--- src/rtl/inst_queue.sv ---
// Circular instruction FIFO between fetch and the decoder. It presents one
// instruction/PC pair per cycle through a registered output stage.
`ifndef IDWidth
`define IDWidth 32
`endif
`ifndef AddressWidth
`define AddressWidth 32
`endif

module inst_queue #(
  parameter int QueueSize = 16,
  parameter int PtrWidth  = 4
) (
  input  logic                     clk_in,
  input  logic                     rst_in,
  input  logic                     rdy_in,
  input  logic                     if_instqueue_en_in,
  input  logic [`IDWidth-1:0]      if_instqueue_inst_in,
  input  logic [`AddressWidth-1:0] if_instqueue_pc_in,
  output logic                     instqueue_if_full_out,
  output logic                     instqueue_decoder_en_out,
  output logic [`IDWidth-1:0]      instqueue_decoder_inst_out,
  output logic [`AddressWidth-1:0] instqueue_decoder_pc_out,
  input  logic                     decoder_instqueue_rst_in,
  input  logic                     rob_instqueue_rst_in,
  input  logic                     dispatcher_instqueue_stall_in
);

  localparam logic [PtrWidth:0]   FullCount = (PtrWidth + 1)'(QueueSize);
  localparam logic [PtrWidth:0]   CountOne  = (PtrWidth + 1)'(1);
  localparam logic [PtrWidth-1:0] PtrOne    = PtrWidth'(1);

  logic [`IDWidth-1:0]      inst_mem [QueueSize];
  logic [`AddressWidth-1:0] pc_mem   [QueueSize];

  logic [PtrWidth-1:0] head;
  logic [PtrWidth-1:0] tail;
  logic [PtrWidth:0]   count;
  logic                flush;
  logic                push;
  logic                pop;

  assign flush                 = decoder_instqueue_rst_in | rob_instqueue_rst_in;
  assign instqueue_if_full_out = (count == FullCount);
  // Full is judged on the current count, so a pop never frees a slot for a same-cycle push.
  assign push = if_instqueue_en_in && !instqueue_if_full_out;
  assign pop  = (count != '0) && !dispatcher_instqueue_stall_in;

  always_ff @(posedge clk_in) begin
    if (!rst_in && rdy_in && !flush && push) begin
      inst_mem[tail] <= if_instqueue_inst_in;
      pc_mem[tail]   <= if_instqueue_pc_in;
    end
  end

  always_ff @(posedge clk_in) begin
    if (rst_in) begin
      head                       <= '0;
      tail                       <= '0;
      count                      <= '0;
      instqueue_decoder_en_out   <= 1'b0;
      instqueue_decoder_inst_out <= '0;
      instqueue_decoder_pc_out   <= '0;
    end else if (!rdy_in) begin
      instqueue_decoder_en_out <= 1'b0;
    end else if (flush) begin
      head                     <= '0;
      tail                     <= '0;
      count                    <= '0;
      instqueue_decoder_en_out <= 1'b0;
    end else begin
      if (push) begin
        tail <= tail + PtrOne;
      end
      if (pop) begin
        instqueue_decoder_en_out   <= 1'b1;
        instqueue_decoder_inst_out <= inst_mem[head];
        instqueue_decoder_pc_out   <= pc_mem[head];
        head                       <= head + PtrOne;
      end else begin
        instqueue_decoder_en_out <= 1'b0;
      end
      if (push && !pop) begin
        count <= count + CountOne;
      end else if (!push && pop) begin
        count <= count - CountOne;
      end
    end
  end

endmodule

--- config.mk ---
export PLATFORM = sky130hd
export DESIGN_NAME = inst_queue
export DESIGN_NICKNAME = d
export VERILOG_FILES = /design/src/rtl/inst_queue.sv
export SDC_FILE = /design/constraint.sdc
export NUM_CORES = 1
export LEC_CHECK = 0
export CORE_AREA = 2 2 291 293
export CTS_CLUSTER_SIZE = 14
export DETAILED_ROUTE_END_ITERATION = 10
export DIE_AREA = 0 0 293 295
export PLACE_DENSITY_LB_ADDON = 0.12
export SLEW_MARGIN = 20
export SYNTH_ARGS = -nofsm -noshare
export SYNTH_HDL_FRONTEND = slang
export SYNTH_SLANG_ARGS = --single-unit
export TNS_END_PERCENT = 5
--- constraint.sdc ---
create_clock -name clk_in -period 23.4 [get_ports clk_in]
set_clock_uncertainty 0.1 [all_clocks]
set_input_delay 5.85 -clock clk_in [delete_from_list [all_inputs] [get_ports clk_in]]
set_output_delay 5.85 -clock clk_in [all_outputs]
set_load 0.02 [all_outputs]
Yosys cells after proc, flatten, opt, wreduce, memory -nomap -nowiden
Memory sizes are Yosys's and may differ from the RTL's. A register that Yosys moved wholly into a read port is not among the register bits.
Cells that the tools add are included.
{"block": "classes", "addsub": 4, "eq_ne": 1, "muxes": 10, "bitwise_logic": 3, "reduce_logical": 22}
{"cell": "$mux 4", "count": 4}
{"cell": "$mux 5", "count": 3}
{"cell": "$add 4x1->4 const B", "count": 2}
{"cell": "$logic_and 1x1->1", "count": 7}
{"cell": "$logic_not 1->1", "count": 6}
{"cell": "$reduce_and 2->1", "count": 3}
{"cell": "$add 5x1->5 const B", "count": 1}
{"cell": "$eq 5x5->1 const B", "count": 1}
{"cell": "$reduce_bool 5->1", "count": 1}
{"cell": "$sub 5x1->5 const B", "count": 1}
{"cell": "$reduce_bool 2->1", "count": 2}
{"cell": "$mux 1", "count": 3}
{"cell": "$reduce_and 3->1", "count": 1}
{"cell": "$reduce_bool 3->1", "count": 1}
{"cell": "$reduce_or 3->1", "count": 1}
{"cell": "$not 1->1", "count": 2}
{"cell": "$or 1x1->1", "count": 1}
{"block": "word_totals", "ff_bits": 14, "mem_bits_rw": 1024, "in_bits": 71, "output_inout_bits": 66, "word_cells": 46, "n_memories": 2}
{"memory": "inst_mem", "depth": 16, "word_bits": 32, "read_ports": 1, "rd_clocked_by_memory_dff": 1, "write_ports": 1, "line": "33", "rtl": "logic [`IDWidth-1:0] inst_mem [QueueSize];"}
{"memory": "pc_mem", "depth": 16, "word_bits": 32, "read_ports": 1, "rd_clocked_by_memory_dff": 1, "write_ports": 1, "line": "34", "rtl": "logic [`AddressWidth-1:0] pc_mem [QueueSize];"}

Logic depth before layout (Yosys ltp)
Gate-level depths: netlist (run 1).
{"block": "logic_depth", "depth_word": 8, "mapped_depth": 10}

Worst setup path after synthesis (run 1)
No wires, ideal clock.
{"block": "synth_path", "path_kind": "input-to-reg", "startpoint": "input port rob_instqueue_rst_in", "endpoint": "memory inst_mem[3][0] (netlist name), enable pin", "arrival_ns": 11.060, "required_ns": 22.735, "slack_ns": 11.675, "path_stages": 5, "n_path_buf": 0, "cell_sequence": "or3b_1 -> nor2_1 -> and2_1 -> nand2_1 -> nor3_1"}
{"block": "synth_between", "elab_chain_len": 6}
{"element": "start, declared", "line": "25", "rtl": "input logic rob_instqueue_rst_in,"}
{"element": "$or 1x1->1", "line": "43", "rtl": "assign flush = decoder_instqueue_rst_in | rob_instqueue_rst_in;"}
{"element": "$logic_not 1->1", "line": "50", "rtl": "if (!rst_in && rdy_in && !flush && push) begin"}
{"element": "$logic_and 1x1->1 (2 in a row)", "line": "50"}
{"element": "$mux 1", "line": "50"}
{"element": "$mux 1 (implied by the code)", "line": "51", "rtl": "inst_mem[tail] <= if_instqueue_inst_in;"}
{"element": "end, declared", "line": "33"}
Every way passes these cells.

Final worst setup path (run 1)
{"block": "layout_path", "startpoint": "input port rdy_in", "endpoint": "memory pc_mem[4][8] (netlist name), enable pin"}
{"block": "layout_between", "elab_chain_len": 5}
{"element": "start, declared", "line": "16", "rtl": "input logic rdy_in,"}
{"element": "$logic_and 1x1->1 (3 in a row)", "line": "50"}
{"element": "$mux 1", "line": "50"}
{"element": "$mux 1 (implied by the code)", "line": "52", "rtl": "pc_mem[tail] <= if_instqueue_pc_in;"}
{"element": "end, declared", "line": "34"}
Every way passes these cells.

==> run metrics, run 1 <==
Tmin final 8950 ps; placed cell area 43900 sq um; DP Wirelength 43.9 mm; fraction of layout cells with a size suffix above 1 22.9%; initial DRC count 1356; worst vdd ir 0.0645 mV; total power 3.93 mW; Synth Warn # 0; Worst Path Arrival 9140 ps; Final ANT Viol Nets 0; Yosys top cell by area edfxtp_1; CTS buffer count 110; nets 2086; H-tree depth 3; share of the synthesized area in the top cell type 74.3%; Max-Cap Viols 0; largest net degree at the start of global routing 152; placed cells 2970; cts hold-fix bufs 0; Startpoint Class primary input; CP endpoint kind flip-flop; relative slew slack 26.7%; Period Utilization, post-route 38.3%; CTS tree done; CTS max path bufs 3; Final Non-Filler Cells 3182; DR pass1 iterations 5; Row Count 106; GR Util All Layers 19.7%; count of cell types in the netlist 45; synthesis-stage register bit count 1102; number of global-route vias before repair 19900; RSZ-0062 raised after global routing no; Leakage 14.3 nW; initial antenna violation count 1; post-CTS setup buffer count 0; Avg WL per Cell 26.4 um; die height 295 um; die footprint 86400 sq um; Min-Delay Path Class reg2reg; Die Width 293 um; outcome finished, final reports clean; number of synthesized flops with an enable pin 1024; Worst Max-Slew Pin Slew 1100 ps; Vias 18700; WP data required 23590 ps; P&R area growth vs syn 14.9%; vias per cell 5.87; cts repair resizes 0; CORE AREA 83200 sq um; I/O Pins 137; final hold vios 0; setup slack after layout 14450 ps; max-slew violation count 0; CP max FO 48; clk_lat worst skew 670 ps; final setup fails 0; clk sinks 1102; Gate Count Post-Synth 1828; GRT overflow 0; Worst-path clk slew 60 ps; critical path class in2reg; Port Buffer Count 136; CTS Root Buffer Type clkbuf_16; final core occ 57.2%; Primary FF master, synth edfxtp_1; Initial Util 49.8%; fin area 47600 sq um; routed wire length 84.0 mm; Mean Syn Cell Area 22.7 sq um; Max Fclk 0.112 GHz; synth top area cells edfxtp_1, mux4_2, dfxtp_1, mux2i_1, a22o_1; drt drc 0; RePlAce Congestion 0.737; cell area after synthesis 41400 sq um; Post-synth ARST share 0%; syn nets 1909; Hold WS 375 ps; Setup TNS 0 ps; Seq/Total Area, Yosys 78.0%; Pwr Density 82.7 nW/um^2; first-pass GRT wire length 126 mm; worst setup slack after placement 13660 ps
[synth_stat cells, types with 2 or more instances]
cell type	instances
and2_1	4
buf_6	16
clkbuf_2	2
nor2_1	20
a22o_1	67
dfxtp_1	78
a21oi_2	2
inv_1	6
nand2_1	7
buf_2	39
or3_1	2
o21ai_0	51
mux4_2	256
nand3_1	4
nand4_1	2
xor2_1	2
buf_4	9
a41oi_1	2
or3b_1	2
nor3_1	4
edfxtp_1	1024
nand2b_1	3
mux2i_1	66
nor2b_1	2
ha_1	9
and3_1	2
a21oi_1	10
buf_1	14
a22oi_1	65
o21ai_1	19
clkbuf_1	25
[critical path, stage by stage]
cell and delay [ps]:
clkdlybuf4s50_1 570, or3b_1 460, nor2_1 170, and2_1 270, nand2_1 260, nor2_4 640, buf_4 800
[worst paths after layout]
kind / startpoint / cells after the start / slack [ps] / end
hold reg to reg: instqueue_decoder_inst_out[9] / 1 / 380 / instqueue_decoder_inst_out[9]
setup / recovery: rdy_in / 7 / 14450 / pc_mem[4][8]
setup reg to reg: head[0] / 6 / 19320 / instqueue_decoder_inst_out[14]
hold / removal: instqueue_decoder_inst_out[9] / 1 / 380 / instqueue_decoder_inst_out[9]
[layout make-up]
| type | instances | area, sq um |
|---|---|---|
| Antenna cell | 1 | 2.50 |
| Clock buffer | 155 | 3090 |
| Clock inverter | 53 | 480 |
| Fill cell | 6008 | 35600 |
| Inverter | 6 | 22.5 |
| Multi-Input combinational cell | 615 | 8600 |
| Sequential cell | 1102 | 32300 |
| Tap cell | 1080 | 1350 |
| Timing Repair Buffer | 170 | 1690 |
[sequential cells by signal (all words and copies together) (netlist names)]
name,count
instqueue_decoder_en_out,1
count,5
head,4
instqueue_decoder_pc_out,32
pc_mem,512
tail,4
instqueue_decoder_inst_out,32
inst_mem,512
[power breakdown]
group	internal [mW]	switching, mW
sequential	2.15	0.00126
combinational	0.0197	0.0386
clock	1.01	0.716
[routing by layer]
layer  vias up  track usage [%]  part of all wire (%)  routed length [um]
li1       8141                -                     -                   -
met1      9968             26.1                    42               35100
met3       143             2.95                   4.2                3560
met4         0             5.35                   2.3                1970
met2       421             34.3                    52               43400
met5         -                0                     0                   0
[cell usage in the layout, fill, tap and decap left out, drive strengths merged, types with 21 or more instances in the layout]
cell and count:
clkbuf 155, clkdlybuf4s50 136, dfxtp 78, a22oi 65, clkinv 39, a22o 67, mux2i 66, edfxtp 1024
buf 34, mux4 256, nor2 21, o21ai 70
[cells by family after synthesis]
kind of cell               Yosys count  synth area share, %
adders and majority gates           10                0.320
DFF                               1102                 78.0
and+or+nand+nor                     58                0.786
xor gates and xnor gates             3               0.0635
muxes                              323                 15.5
AOI/OAI and AO/OA                  221                 3.75
buffers and inverters              111                 1.50
(Power assumes the default switching activity.)
==> run 2, diff against run 1 <==
clock period = 8.5 ns   (was 23.4 ns; I/O delays follow)
==> run 2 against run 1 <==
Against the previous run: core utilization is 0.13 points higher; via count up 2.0%; worst setup slack worse by 11000 ps; combinational power grew to 2.9 times the previous value; die area is the same; flip-flop and latch count stayed put; first-iteration DRC count up 26%; critical path type unchanged; count of clock-buffer cells in the layout fell by 5; clock power increased to 2.7 times the previous value.
==> run metrics, run 2 (same netlist as run 1, synthesis figures left out) <==
initial antenna violation count 3 (+2); Port Buffer Count 136 (unchanged); DP Wirelength 49.1 mm (+12%); CTS max path bufs 3 (unchanged); Final Non-Filler Cells 3188 (+0.19%); reg2reg end pc_mem[5][13]; I/O Pins 137 (unchanged); hold path startpoint instqueue_decoder_pc_out[23]; CORE AREA 83200 sq um (unchanged); worst path cell trace clkdlybuf4s50_1, or3b_1, nor2_1, and2_1, nand2_1, nor2_4, buf_4; Final ANT Viol Nets 0 (unchanged); Min-Delay Path Class reg2reg; total power 10.8 mW (+170%); final core occ 57.3% (+0.13 points); final hold vios 0 (unchanged); r2r setup slk 4610 ps (-14710 ps); first-pass GRT wire length 132 mm (+5.1%); P&R area growth vs syn 15.1%; CTS Root Buffer Type clkbuf_16; Pwr Density 227 nW/um^2 (+170%); routed wire length 89.3 mm (+6.3%); slowest stage delay, CP 920 ps (+120 ps); drt drc 0 (unchanged); max-slew violation count 0 (unchanged); Period Utilization, post-route 64.5%; outcome finished, final reports clean; die height 295 um (unchanged); Hold Crit Depth 1 (unchanged); vias per cell 5.98 (+1.8%); worst setup slack after placement 2230 ps (-11430 ps); H-tree depth 3 (unchanged); relative slew slack 26.1% (-0.56 points); RePlAce Congestion 0.763 (+3.5%); cts repair resizes 0 (unchanged); cell family with most CP delay simple AND/OR/NAND/NOR gates; most common cell after layout, fill and taps aside edfxtp_1; CTS buffer count 111 (+0.91%); DR pass1 iterations 7 (+2); Buf+Inv Stages, Crit Path 2 (unchanged); placed cell area 44100 sq um (+0.34%); post-CTS setup buffer count 0 (unchanged); Worst-path clk slew 60 ps (about the same); Internal 8.67 mW (+170%); setup slack after layout 3020 ps (-11430 ps); Avg WL per Cell 28.0 um (+6.1%); largest net degree at the start of global routing 141 (-7.2%); Row Count 106 (unchanged); die footprint 86400 sq um (unchanged); Vias 19100 (+2.0%); Hold WS 376 ps (+0.162 ps); Combinational Power Share 1.5% (about the same); placed cells 2976 (+0.20%); clk_lat worst skew 680 ps (about the same); Max-Cap Viols 0 (unchanged); Startpoint Class primary input; Leakage 14.3 nW (+0.23%); critical path's slowest cell nor2_4; number of fill cells 5998 (-0.17%); critical path class in2reg; Largest regs inst_mem x512, pc_mem x512; switch share 19.8% (+0.56 points); CP max FO 37 (-23%); GR Util All Layers 20.9% (+1.2 points); Tmin final 5480 ps; CTS tree done; worst vdd ir 0.173 mV (+170%); most frequent cells in the layout edfxtp_1, mux4_2, clkdlybuf4s50_1, clkbuf_16, dfxtp_1; Initial Util 49.8% (unchanged); Seq. cell area 32300 sq um (unchanged); R2R depth 6 (unchanged); Max Fclk 0.182 GHz; cts hold-fix bufs 0 (unchanged); Clk pwr share 43.6% (-0.2 points); hold endpoint instqueue_decoder_pc_out[23]; clk sinks 1102 (unchanged); GRT overflow 0 (unchanged); nets 2092 (+0.29%); CP endpoint kind flip-flop; Worst Path Arrival 5680 ps (-3460 ps); P_sw 2.14 mW (+180%); final setup fails 0 (unchanged); fraction of layout cells with a size suffix above 1 22.9% (about the same); fin area 47700 sq um (+0.22%); initial DRC count 1702 (+26%); Reg power frac 54.9% (about the same); Setup TNS 0 ps (unchanged); Worst Max-Slew Pin Slew 1110 ps (+5.84 ps); Multi-input gate area 8600 sq um (unchanged); WP data required 8690 ps (-14900 ps); number of global-route vias before repair 19800 (-0.85%); RSZ-0062 raised after global routing no; Die Width 293 um (unchanged); RR Startpoint count[0]
==> run 2: changes by cell type in the layout (fill, tap and decap cells not counted), sizes merged <==
cell	delta
buf	+5
bufinv	-1
clkbuf	-5
clkinv	+6
clkinvlp	-1
inv	+2
==> run 2: final cells by class <==
class | instances | share of cell area [%]
Multi-Input combinational cell | 615 | 18.0
Tap cell | 1080 | 2.84
Clock inverter | 59 | 1.19
Sequential cell | 1102 | 67.8
Timing Repair Buffer | 175 | 3.81
Clock buffer | 150 | 6.26
Antenna cell | 1 | 0.00525
Inverter | 6 | 0.0473
==> run 2: metal layers <==
layer  up-vias  wire length (um)  part of all wire [%]  track usage, %
li1       8154                 -                     -               -
met1     10300             38700                    43            29.3
met2       469             44700                    50            34.8
met3       133              3760                   4.2            3.14
met4         2              2100                   2.4            5.43
met5         -                13                 0.015               0
==> run 2: worst max-delay path by stage <==
| stage | startpoint | endpoint | slack, ps | cells past startpoint |
|---|---|---|---|---|
| finish | rdy_in | pc_mem[5][13] | 3020 | 7 |
| global route | rdy_in | pc_mem[5][13] | 2880 | 7 |
| global placement | rdy_in | pc_mem[4][2] | 2370 | 7 |
| detailed placement | rdy_in | pc_mem[4][4] | 2230 | 7 |
| floorplan | rob_instqueue_rst_in | inst_mem[3][0] | 500 | 5 |
| CTS | rdy_in | pc_mem[4][0] | 2940 | 7 |
==> run 2: power groups by stage <==
stage	Combinational, mW	Clock (mW)	Sequential (mW)
floorplan	0.0453	0	6.05
global placement	0.162	0	6.04
detailed placement	0.169	0	6.04
CTS	0.170	4.82	5.93
global route	0.182	5.02	5.93
finish	0.167	4.71	5.93
